<file path="src/rtl/if_pkg.sv">
// Shared types and constants for the instruction-fetch front end.
package if_pkg;

   typedef enum logic {
      RUN   = 1'b0,
      DRAIN = 1'b1
   } fetch_state_t;

   typedef struct packed {
      logic [31:0] pc;
      logic [31:0] instr;
   } fetch_entry_t;

   localparam logic [31:0] PC_STEP          = 32'd4;
   localparam logic [31:0] DEFAULT_RESET_PC = 32'h0000_0000;

   // Instruction fetches are always word aligned.
   function automatic logic [31:0] word_align(input logic [31:0] addr);
      return {addr[31:2], 2'b00};
   endfunction

endpackage

</file>
<file path="src/rtl/if_fetch_queue.sv">
// Small FIFO holding fetched instructions with their PCs; flush wins over push.
module if_fetch_queue
   import if_pkg::*;
#(
   parameter int QDEPTH = 2
) (
   input  logic                      clk,
   input  logic                      rst_n,
   input  logic                      push,
   input  logic                      pop,
   input  logic                      flush,
   input  fetch_entry_t              push_entry,
   output logic [$clog2(QDEPTH):0]   count,
   output fetch_entry_t              head
);

   localparam int AW = $clog2(QDEPTH);
   localparam logic [AW-1:0] PTR_ONE = AW'(1);
   localparam logic [AW:0]   CNT_ONE = (AW+1)'(1);

   fetch_entry_t   mem [QDEPTH];
   logic [AW-1:0]  rd_ptr;
   logic [AW-1:0]  wr_ptr;
   logic           do_push;
   logic           do_pop;

   // Qualify push/pop: a flush cancels both, and popping an empty queue is ignored.
   always_comb begin
      do_push = push && !flush;
      do_pop  = pop && (count != '0) && !flush;
   end

   // Entry storage needs no reset; entries are only read while counted valid.
   always_ff @(posedge clk) begin
      if (do_push) begin
         mem[wr_ptr] <= push_entry;
      end
   end

   // Pointers and occupancy; power-of-two depth lets the pointers wrap naturally.
   always_ff @(posedge clk or negedge rst_n) begin
      if (!rst_n) begin
         rd_ptr <= '0;
         wr_ptr <= '0;
         count  <= '0;
      end else if (flush) begin
         rd_ptr <= '0;
         wr_ptr <= '0;
         count  <= '0;
      end else begin
         if (do_push) begin
            wr_ptr <= wr_ptr + PTR_ONE;
         end
         if (do_pop) begin
            rd_ptr <= rd_ptr + PTR_ONE;
         end
         case ({do_push, do_pop})
            2'b10:   count <= count + CNT_ONE;
            2'b01:   count <= count - CNT_ONE;
            default: count <= count;
         endcase
      end
   end

   assign head = mem[rd_ptr];

endmodule

</file>
<file path="src/rtl/if_fetch_stage.sv">
// Fetch front end: owns the PC, runs the imem req/ack handshake and handles redirects.
module if_fetch_stage
   import if_pkg::*;
#(
   parameter logic [31:0] RESET_PC = DEFAULT_RESET_PC,
   parameter int          QDEPTH   = 2
) (
   input  logic        clk,
   input  logic        rst_n,
   output logic        imem_req,
   output logic [31:0] imem_addr,
   input  logic        imem_ack,
   input  logic [31:0] imem_rdata,
   input  logic        redirect,
   input  logic [31:0] redirect_pc,
   input  logic        stall,
   output logic        instr_valid,
   output logic [31:0] instr,
   output logic [31:0] instr_pc,
   output logic [31:0] pc_plus4
);

   localparam int          AW       = $clog2(QDEPTH);
   localparam logic [AW:0] FULL_CNT = (AW+1)'(QDEPTH);

   fetch_state_t  state;
   fetch_state_t  state_next;
   logic [31:0]   fetch_pc;
   logic [31:0]   fetch_pc_next;
   logic [31:0]   drain_addr;
   logic [31:0]   drain_addr_next;
   logic          fetch_en;
   logic [AW:0]   count;
   logic          push;
   logic          pop;
   fetch_entry_t  push_entry;
   fetch_entry_t  head;

   // Request and address come only from registered state so they stay stable until ack.
   always_comb begin
      imem_req  = 1'b0;
      imem_addr = fetch_pc;
      if (state == DRAIN) begin
         imem_req  = 1'b1;
         imem_addr = drain_addr;
      end else begin
         imem_req  = fetch_en && (count < FULL_CNT);
      end
   end

   // Next-state, PC update, queue push/pop; redirect overrides everything else.
   always_comb begin
      state_next       = state;
      fetch_pc_next    = fetch_pc;
      drain_addr_next  = drain_addr;
      push             = 1'b0;
      pop              = instr_valid && !stall;
      push_entry.pc    = fetch_pc;
      push_entry.instr = imem_rdata;
      case (state)
         RUN: begin
            if (redirect) begin
               fetch_pc_next = word_align(redirect_pc);
               if (imem_req && !imem_ack) begin
                  state_next      = DRAIN;
                  drain_addr_next = fetch_pc;
               end
            end else if (imem_req && imem_ack) begin
               push          = 1'b1;
               fetch_pc_next = fetch_pc + PC_STEP;
            end
         end
         DRAIN: begin
            if (redirect) begin
               fetch_pc_next = word_align(redirect_pc);
            end
            if (imem_ack) begin
               state_next = RUN;
            end
         end
         default: state_next = RUN;
      endcase
   end

   // State registers; fetch_en delays the first request to the first edge after reset.
   always_ff @(posedge clk or negedge rst_n) begin
      if (!rst_n) begin
         state      <= RUN;
         fetch_pc   <= word_align(RESET_PC);
         drain_addr <= word_align(RESET_PC);
         fetch_en   <= 1'b0;
      end else begin
         state      <= state_next;
         fetch_pc   <= fetch_pc_next;
         drain_addr <= drain_addr_next;
         fetch_en   <= 1'b1;
      end
   end

   if_fetch_queue #(
      .QDEPTH (QDEPTH)
   ) u_queue (
      .clk        (clk),
      .rst_n      (rst_n),
      .push       (push),
      .pop        (pop),
      .flush      (redirect),
      .push_entry (push_entry),
      .count      (count),
      .head       (head)
   );

   assign instr_valid = (count != '0);
   assign instr       = head.instr;
   assign instr_pc    = head.pc;
   assign pc_plus4    = head.pc + PC_STEP;

endmodule

</file>
<file path="config.mk">
export PLATFORM = sky130hd
export DESIGN_NAME = if_fetch_stage
export DESIGN_NICKNAME = d
export VERILOG_FILES = /design/src/rtl/if_pkg.sv /design/src/rtl/if_fetch_queue.sv /design/src/rtl/if_fetch_stage.sv
export SDC_FILE = /design/constraint.sdc
export NUM_CORES = 1
export LEC_CHECK = 0
export ABC_CLOCK_PERIOD_IN_PS = 6300
export CAP_MARGIN = 20
export CORE_ASPECT_RATIO = 0.6
export CORE_UTILIZATION = 55
export CTS_CLUSTER_SIZE = 8
export DETAILED_ROUTE_END_ITERATION = 12
export GPL_ROUTABILITY_DRIVEN = 0
export PLACE_DENSITY = 0.87
export SYNTH_ARGS = -nofsm -noshare
export SYNTH_HDL_FRONTEND = slang
export SYNTH_SLANG_ARGS = --single-unit
</file>
<file path="constraint.sdc">
create_clock -name clk -period 6.3 [get_ports clk]
set_input_delay 1.89 -clock clk [delete_from_list [all_inputs] [get_ports clk]]
set_output_delay 1.89 -clock clk [all_outputs]
set_load 0.02 [all_outputs]
</file>
# Word-level counts from Yosys, hierarchy flattened

Memories as Yosys holds them, arrays and structs flattened.
Cells that the tools add are included.

Register bits after elaboration: 70
RAM bits: 128
Input port bits: 69
Logic and storage cells: 57
Memories: 1

Memories:

| name        | words | width | rd ports | clocked after memory_dff | write ports | RTL line             | text |
|---|---|---|---|---|---|---|---|
| u_queue.mem | 2     | 64    | 1        | 0                        | 1           | if_fetch_queue.sv:21 | `fetch_entry_t mem [QDEPTH];` |

Add/subtract/negate cells: 6
Magnitude comparators: 1
Equal/unequal tests: 4
Multiplexer cells: 21
Bitwise logic cells: 1
Reductions and logical operators: 16

Operators with widths:

| operator                                             | count |
|---|---|
| 2-to-1 mux 32 bit                                    | 4 |
| adder 32 x 3 -> 32 bit (second input constant)       | 2 |
| one-hot mux 32 bit (2 select lines)                  | 1 |
| 2-to-1 mux 1 bit                                     | 13 |
| logical AND 1 bit                                    | 7 |
| nonzero test 2 bit                                   | 3 |
| one-hot mux 2 bit (2 select lines)                   | 1 |
| zero test 1 bit                                      | 3 |
| inequality test 3 bit (second input constant)        | 1 |
| AND reduction 3 bit                                  | 1 |
| nonzero test 3 bit                                   | 1 |
| adder 1 bit (second input constant)                  | 2 |
| adder 2 x 1 -> 2 bit (second input constant)         | 1 |
| equality test 2 x 1 -> 1 bit (second input constant) | 1 |
| equality test 2 bit (second input constant)          | 1 |
| less-than comparator 2 bit (second input constant)   | 1 |
| 2-to-1 mux 2 bit                                     | 1 |
| inequality test 2 bit (second input constant)        | 1 |
| one-hot mux 1 bit (2 select lines)                   | 1 |
| AND reduction 2 bit                                  | 1 |
| subtractor 2 x 1 -> 2 bit (second input constant)    | 1 |
| inverter 1 bit                                       | 1 |

# Logic depth before layout (Yosys ltp)

Gate-level depths: netlist of the first run.

Word-level depth: 11
Depth in mapped cells: 10
Mapped depth without buffers: 6

# Cells and area by module

A second synthesis of the first run with hierarchy kept.

Cells, all modules: 616
Area total of the unflattened synthesis: 8887.3 µm²

By module, submodules not included:

| module         | instances | cells each | area an instance (µm²) | sequential area each (µm²) |
|---|---|---|---|---|
| if_fetch_queue | 1         | 222        | 5036.1                 | 3943.8 |
| if_fetch_stage | 1         | 394        | 3851.2                 | 1551.5 |

# Worst setup path after synthesis of the first run

No wires, ideal clock.

Path kind: input port to flip-flop
Start point: input port imem_ack
End point: memory u_queue.mem[0][0] in the netlist's numbering (enable)
Data arrival time: 5032 ps
Required time: 5818 ps
Slack: 786 ps
Cell stages on the path: 4
Path buffers: 1
Path through: nand3b_1 > or3_1 > clkbuf_1 > nor2_1

Word-level cells in the longest chain between the ends: 7

RTL lines:

| element                                | RTL line             | text |
|---|---|---|
| from (decl)                            | if_fetch_stage.sv:12 | `input logic imem_ack,` |
| logical AND 1 bit                      | if_fetch_stage.sv:68 | `end else if (imem_req && imem_ack) begin` |
| 2-to-1 mux 1 bit                       | if_fetch_stage.sv:68 |  |
| 2-to-1 mux 1 bit                       | if_fetch_stage.sv:62 | `if (redirect) begin` |
| 2-to-1 mux 1 bit                       | if_fetch_stage.sv:60 | `case (state)` |
| logical AND 1 bit                      | if_fetch_queue.sv:29 | `do_push = push && !flush;` |
| 2-to-1 mux 1 bit                       | if_fetch_queue.sv:35 | `if (do_push) begin` |
| 2-to-1 mux 1 bit (not written as such) | if_fetch_queue.sv:36 | `mem[wr_ptr] <= push_entry;` |
| to (decl)                              | if_fetch_queue.sv:21 |  |

No other way between the ends.

# Worst setup path after layout of the first run

Start point: register u_queue.rd_ptr
End point: output port pc_plus4[22]

Word-level cells in the longest chain between the ends: 2

RTL lines:

| element                | RTL line              | text |
|---|---|---|
| from (decl)            | if_fetch_queue.sv:22  | `logic [AW-1:0] rd_ptr;` |
| from (signal assigned) | if_fetch_queue.sv:55  | `rd_ptr <= rd_ptr + PTR_ONE;` |
| memory (2 x 64 bit)    | n/a                   |  |
| adder 32 x 3 -> 32 bit | if_fetch_stage.sv:116 | `assign pc_plus4 = head.pc + PC_STEP;` |
| to (decl)              | if_fetch_stage.sv:20  | `output logic [31:0] pc_plus4` |

No other way between the ends.

==> results.md, run 1 <==
* Number of enable-type register cells in the synthesized netlist at 124
* Horizontal die dimension at 165 um
* Worst R2R Start: state
* Tightest Pin Transition at 1010 ps
* Clock slew seen by the registers of the worst setup and hold paths at 70 ps
* I/O pin cnt at 199
* Overall Power at 0.00304 W
* Detail-routed via count per cell at 5.75
* Design area at 11400 um^2
* CP max FO at 67
* Post-route setup TNS at 0 ps
* Clock share of power at 0.341
* Worst setup slack for register-to-register paths at 3570 ps
* Post-placement setup slack at 1210 ps
* DRC violation count after routing at 0
* Max H-tree Level at 4
* Combinational Power Share at 0.159
* Sequential cell fraction of total power at 0.500
* Critical Path End: pc_plus4[22]
* Number of iterations in the first detailed-routing pass at 7
* Pins over their slew limit at 0
* Slowest library cell on the worst path: sky130_fd_sc_hd__dfrtp_4
* Detailed-placement wirelength estimate at 14800 um
* Setup slack after layout at 780 ps
* Number of instances in the synthesized netlist at 644
* Num rows at 35
* WP data required at 4410 ps
* Number of CTS-inserted buffers at 17
* Overall die height at 99.8 um
* Number of global-route vias before repair at 5854
* Top cell type by total area after synthesis: sky130_fd_sc_hd__edfxtp_1
* Data arrival, critical path at 3630 ps
* Number of flip-flops and latches in the synthesized netlist at 190
* Clock tree from TritonCTS: yes
* N_diodes at 0
* Final Net Count at 901
* FF-to-FF path depth at 4
* Pin count of the biggest net entering global routing at 68
* Final worst path period need at 5520 ps
* Ordered list of cells on the worst path: mux2_2 -> ha_1 -> a21boi_2 -> nand3_2 -> nor3_1 -> xor2_1 -> clkdlybuf4s50_1
* Static leakage at 4.14 nW
* Congestion Overflow GR at 0
* CTS root buf: sky130_fd_sc_hd__clkbuf_16
* Wire length of the first global-routing pass at 31800 um
* Distinct cell type count after synthesis at 58
* Number of setup violations in the final report at 0
* Share of cells above drive strength 1 at 0.203
* Maximum cell stage delay along the critical path at 910 ps
* Yosys synthesis warning count at 0
* Pwr dens at 266 nW/um^2
* Result of the run: completed
* Worst r2r dst: u_queue.mem[1][16]
* Drt total wl at 20800 um
* Largest cells by area after synthesis: sky130_fd_sc_hd__edfxtp_1 (42%), sky130_fd_sc_hd__dfrtp_1 (19%), sky130_fd_sc_hd__mux2_2 (15%)
* Hold slack final at 505 ps
* Count of buffers inserted at the top-level ports at 190
* RSZ-0062 raised after global routing: false
* Seq/Total Area, Yosys at 0.613
* Initial detailed-routing violation count at 497
* Share of synthesized registers carrying an async set or reset at 0.347
* Yosys top cell area share at 0.425
* Antenna violation net count after detailed routing at 0
* Predominant post-synthesis flop cell: sky130_fd_sc_hd__edfxtp_1
* Switching power as a share of total power at 0.272
* Switching power at 0.000828 W
* Placeable Area at 15500 um^2
* Hold WC Path Type: flip-flop to flip-flop
* Post-CTS setup repair buffer count at 0
* Design internal power at 0.00221 W
* Netlist Area Pre-Place at 8770 um^2
* Effective utilization at floorplan at 0.567
* Mean Syn Cell Area at 13.6 um^2
* Count of instances resized after the clock tree is built at 0
* Placed instance area at 10800 um^2
* Number of antenna violations at the first check in global routing at 0
* Die ar. at 16500 um^2
* Final Skew at 10.4 ps
* Clock sink count at 190
* Critical path capture point type: output pin
* Worst setup SP type: flip-flop
* Hold-fix buffers, CTS at 0
* Area delta synth->final at 30.1%
* Via count of the routed design at 6014
* Max capacitance violation total at 0
* Worst skew pair latency at 420 ps
* Longest Clk Path Bufs at 2
* Post-detailed-route wirelength per cell at 19.9 um
* Remaining max-slew budget at the tightest pin at 0.324
* GRT Overall Usage at 0.257
* Fmax at 0.181 GHz
* Origin of the worst setup path: u_queue.rd_ptr
* Category of the critical setup timing path: flip-flop to output pin
* Worst IR Drop VDD at 0.230 mV
* Final Hold Violating Endpoints at 0
* Period utilization at 0.876
==> logic make-up after synthesis <==
family | share of synthesized area
DFF | 0.613
adders and majority gates | 0.00285
buffers and inverters | 0.0261
muxes | 0.155
other | 0.000857
and+or+nand+nor | 0.105
xor gates and xnor gates | 0.0509
AOI/OAI and AO/OA | 0.0467
==> Yosys cell counts, types with 2 or more instances <==
cell / count
sky130_fd_sc_hd__buf_4: 7
sky130_fd_sc_hd__nand4b_1: 6
sky130_fd_sc_hd__o21ai_0: 29
sky130_fd_sc_hd__and4_1: 5
sky130_fd_sc_hd__edfxtp_1: 124
sky130_fd_sc_hd__ha_1: 2
sky130_fd_sc_hd__inv_1: 12
sky130_fd_sc_hd__mux2_1: 2
sky130_fd_sc_hd__nand3b_1: 3
sky130_fd_sc_hd__nor3_1: 7
sky130_fd_sc_hd__nand4_1: 15
sky130_fd_sc_hd__nor3b_1: 3
sky130_fd_sc_hd__nor2b_1: 2
sky130_fd_sc_hd__a21oi_2: 2
sky130_fd_sc_hd__nor2_1: 20
sky130_fd_sc_hd__xnor2_1: 18
sky130_fd_sc_hd__nand2_1: 49
sky130_fd_sc_hd__xor2_1: 33
sky130_fd_sc_hd__clkbuf_1: 9
sky130_fd_sc_hd__mux2i_1: 6
sky130_fd_sc_hd__buf_2: 15
sky130_fd_sc_hd__buf_1: 3
sky130_fd_sc_hd__conb_1: 2
sky130_fd_sc_hd__nand4_2: 2
sky130_fd_sc_hd__nand3_1: 22
sky130_fd_sc_hd__and2_1: 4
sky130_fd_sc_hd__mux2_2: 113
sky130_fd_sc_hd__and3_1: 12
sky130_fd_sc_hd__a31oi_1: 4
sky130_fd_sc_hd__o22ai_1: 2
sky130_fd_sc_hd__a21oi_1: 14
sky130_fd_sc_hd__dfrtp_1: 66
sky130_fd_sc_hd__or3_1: 4
sky130_fd_sc_hd__nand2b_1: 3
==> final cells by class <==
type / count / area [um^2]
clock inverters: 15 / 146
repair buffers: 197 / 1960
inverters: 12 / 45.0
clock buffers: 17 / 425
flip-flops and latches: 190 / 5380
fillers: 990 / 4050
multi-input cells: 412 / 3200
well taps: 203 / 254
==> worst min path at each step <==
stage / start / to / slack [ps] / cells past startpoint
after global routing: drain_addr[12] / drain_addr[12] / 510 / 1
after floorplan: fetch_pc[8] / u_queue.mem[0][40] / 440 / 0
after CTS: drain_addr[20] / drain_addr[20] / 500 / 1
after global placement: drain_addr[20] / drain_addr[20] / 460 / 1
final: drain_addr[3] / drain_addr[3] / 500 / 1
after detailed placement: drain_addr[20] / drain_addr[20] / 490 / 1
==> flip-flops by register name, summed over array words and instances, names as in the netlist <==
signal,cells
u_queue.mem,124
drain_addr,30
fetch_pc,30
u_queue.count,2
fetch_en,1
state,1
u_queue.rd_ptr,1
u_queue.wr_ptr,1
==> power by group through the flow <==
stage	sequential, W	combinational, W	clock (W)
2_1_floorplan	0.00150	0.000283	0
3_3_place_gp	0.00153	0.000468	0
3_5_place_dp	0.00154	0.000480	0
4_1_cts	0.00152	0.000485	0.00105
5_1_grt	0.00153	0.000512	0.00109
6_report	0.00152	0.000482	0.00104
==> per-stage QoR <==
stage | std cells | util
floorplan | 649 | -
global placement | 1014 | 0.701
detailed placement | 1014 | 0.701
CTS | 1046 | 0.738
global route | 1046 | 0.738
finish | 1046 | 0.738
==> worst max-delay path: cells and delay by family, from the launching register on <==
family,cells,cell delay [ps]
compound gates,1,430
simple gates,2,530
xor+xnor,1,200
buf+inv,1,630
flops,1,910
fa+ha+maj,1,180
mux,1,320
==> layout by cell type (no fill, tap or decap), types with 6 or more instances in the layout <==
cell	count
sky130_fd_sc_hd__xnor2_1	18
sky130_fd_sc_hd__edfxtp_1	124
sky130_fd_sc_hd__buf_4	6
sky130_fd_sc_hd__clkbuf_16	17
sky130_fd_sc_hd__nor3_1	7
sky130_fd_sc_hd__nor2_1	18
sky130_fd_sc_hd__nand4b_1	6
sky130_fd_sc_hd__dfrtp_1	65
sky130_fd_sc_hd__mux2i_1	6
sky130_fd_sc_hd__xor2_1	33
sky130_fd_sc_hd__conb_1	7
sky130_fd_sc_hd__a21oi_1	14
sky130_fd_sc_hd__o21ai_0	29
sky130_fd_sc_hd__nand2_1	49
sky130_fd_sc_hd__inv_1	12
sky130_fd_sc_hd__nand4_1	15
sky130_fd_sc_hd__nand3_1	22
sky130_fd_sc_hd__mux2_2	113
sky130_fd_sc_hd__and3_1	12
sky130_fd_sc_hd__clkdlybuf4s50_1	188
==> routing by layer <==
| layer | vias up | share of wire | track usage |
|---|---|---|---|
| li1 | 2755 | - | - |
| met1 | 2957 | 0.46 | 0.377 |
| met2 | 279 | 0.45 | 0.395 |
| met3 | 23 | 0.078 | 0.0504 |
| met4 | 0 | 0.010 | 0.0677 |
| met5 | - | 0 | 0 |
(Power assumes the default switching activity.)
==> run 2, diff against run 1 <==
--- a/config.mk
+++ b/config.mk
@@ -5,7 +5,6 @@
 export SDC_FILE = /design/constraint.sdc
 export NUM_CORES = 1
 export LEC_CHECK = 0
-export ABC_CLOCK_PERIOD_IN_PS = 6300
 export CAP_MARGIN = 20
 export CORE_ASPECT_RATIO = 0.6
 export CORE_UTILIZATION = 55
==> results of run 2 <==
No change in the layout: final DEF, timing and power equal those of run 1.
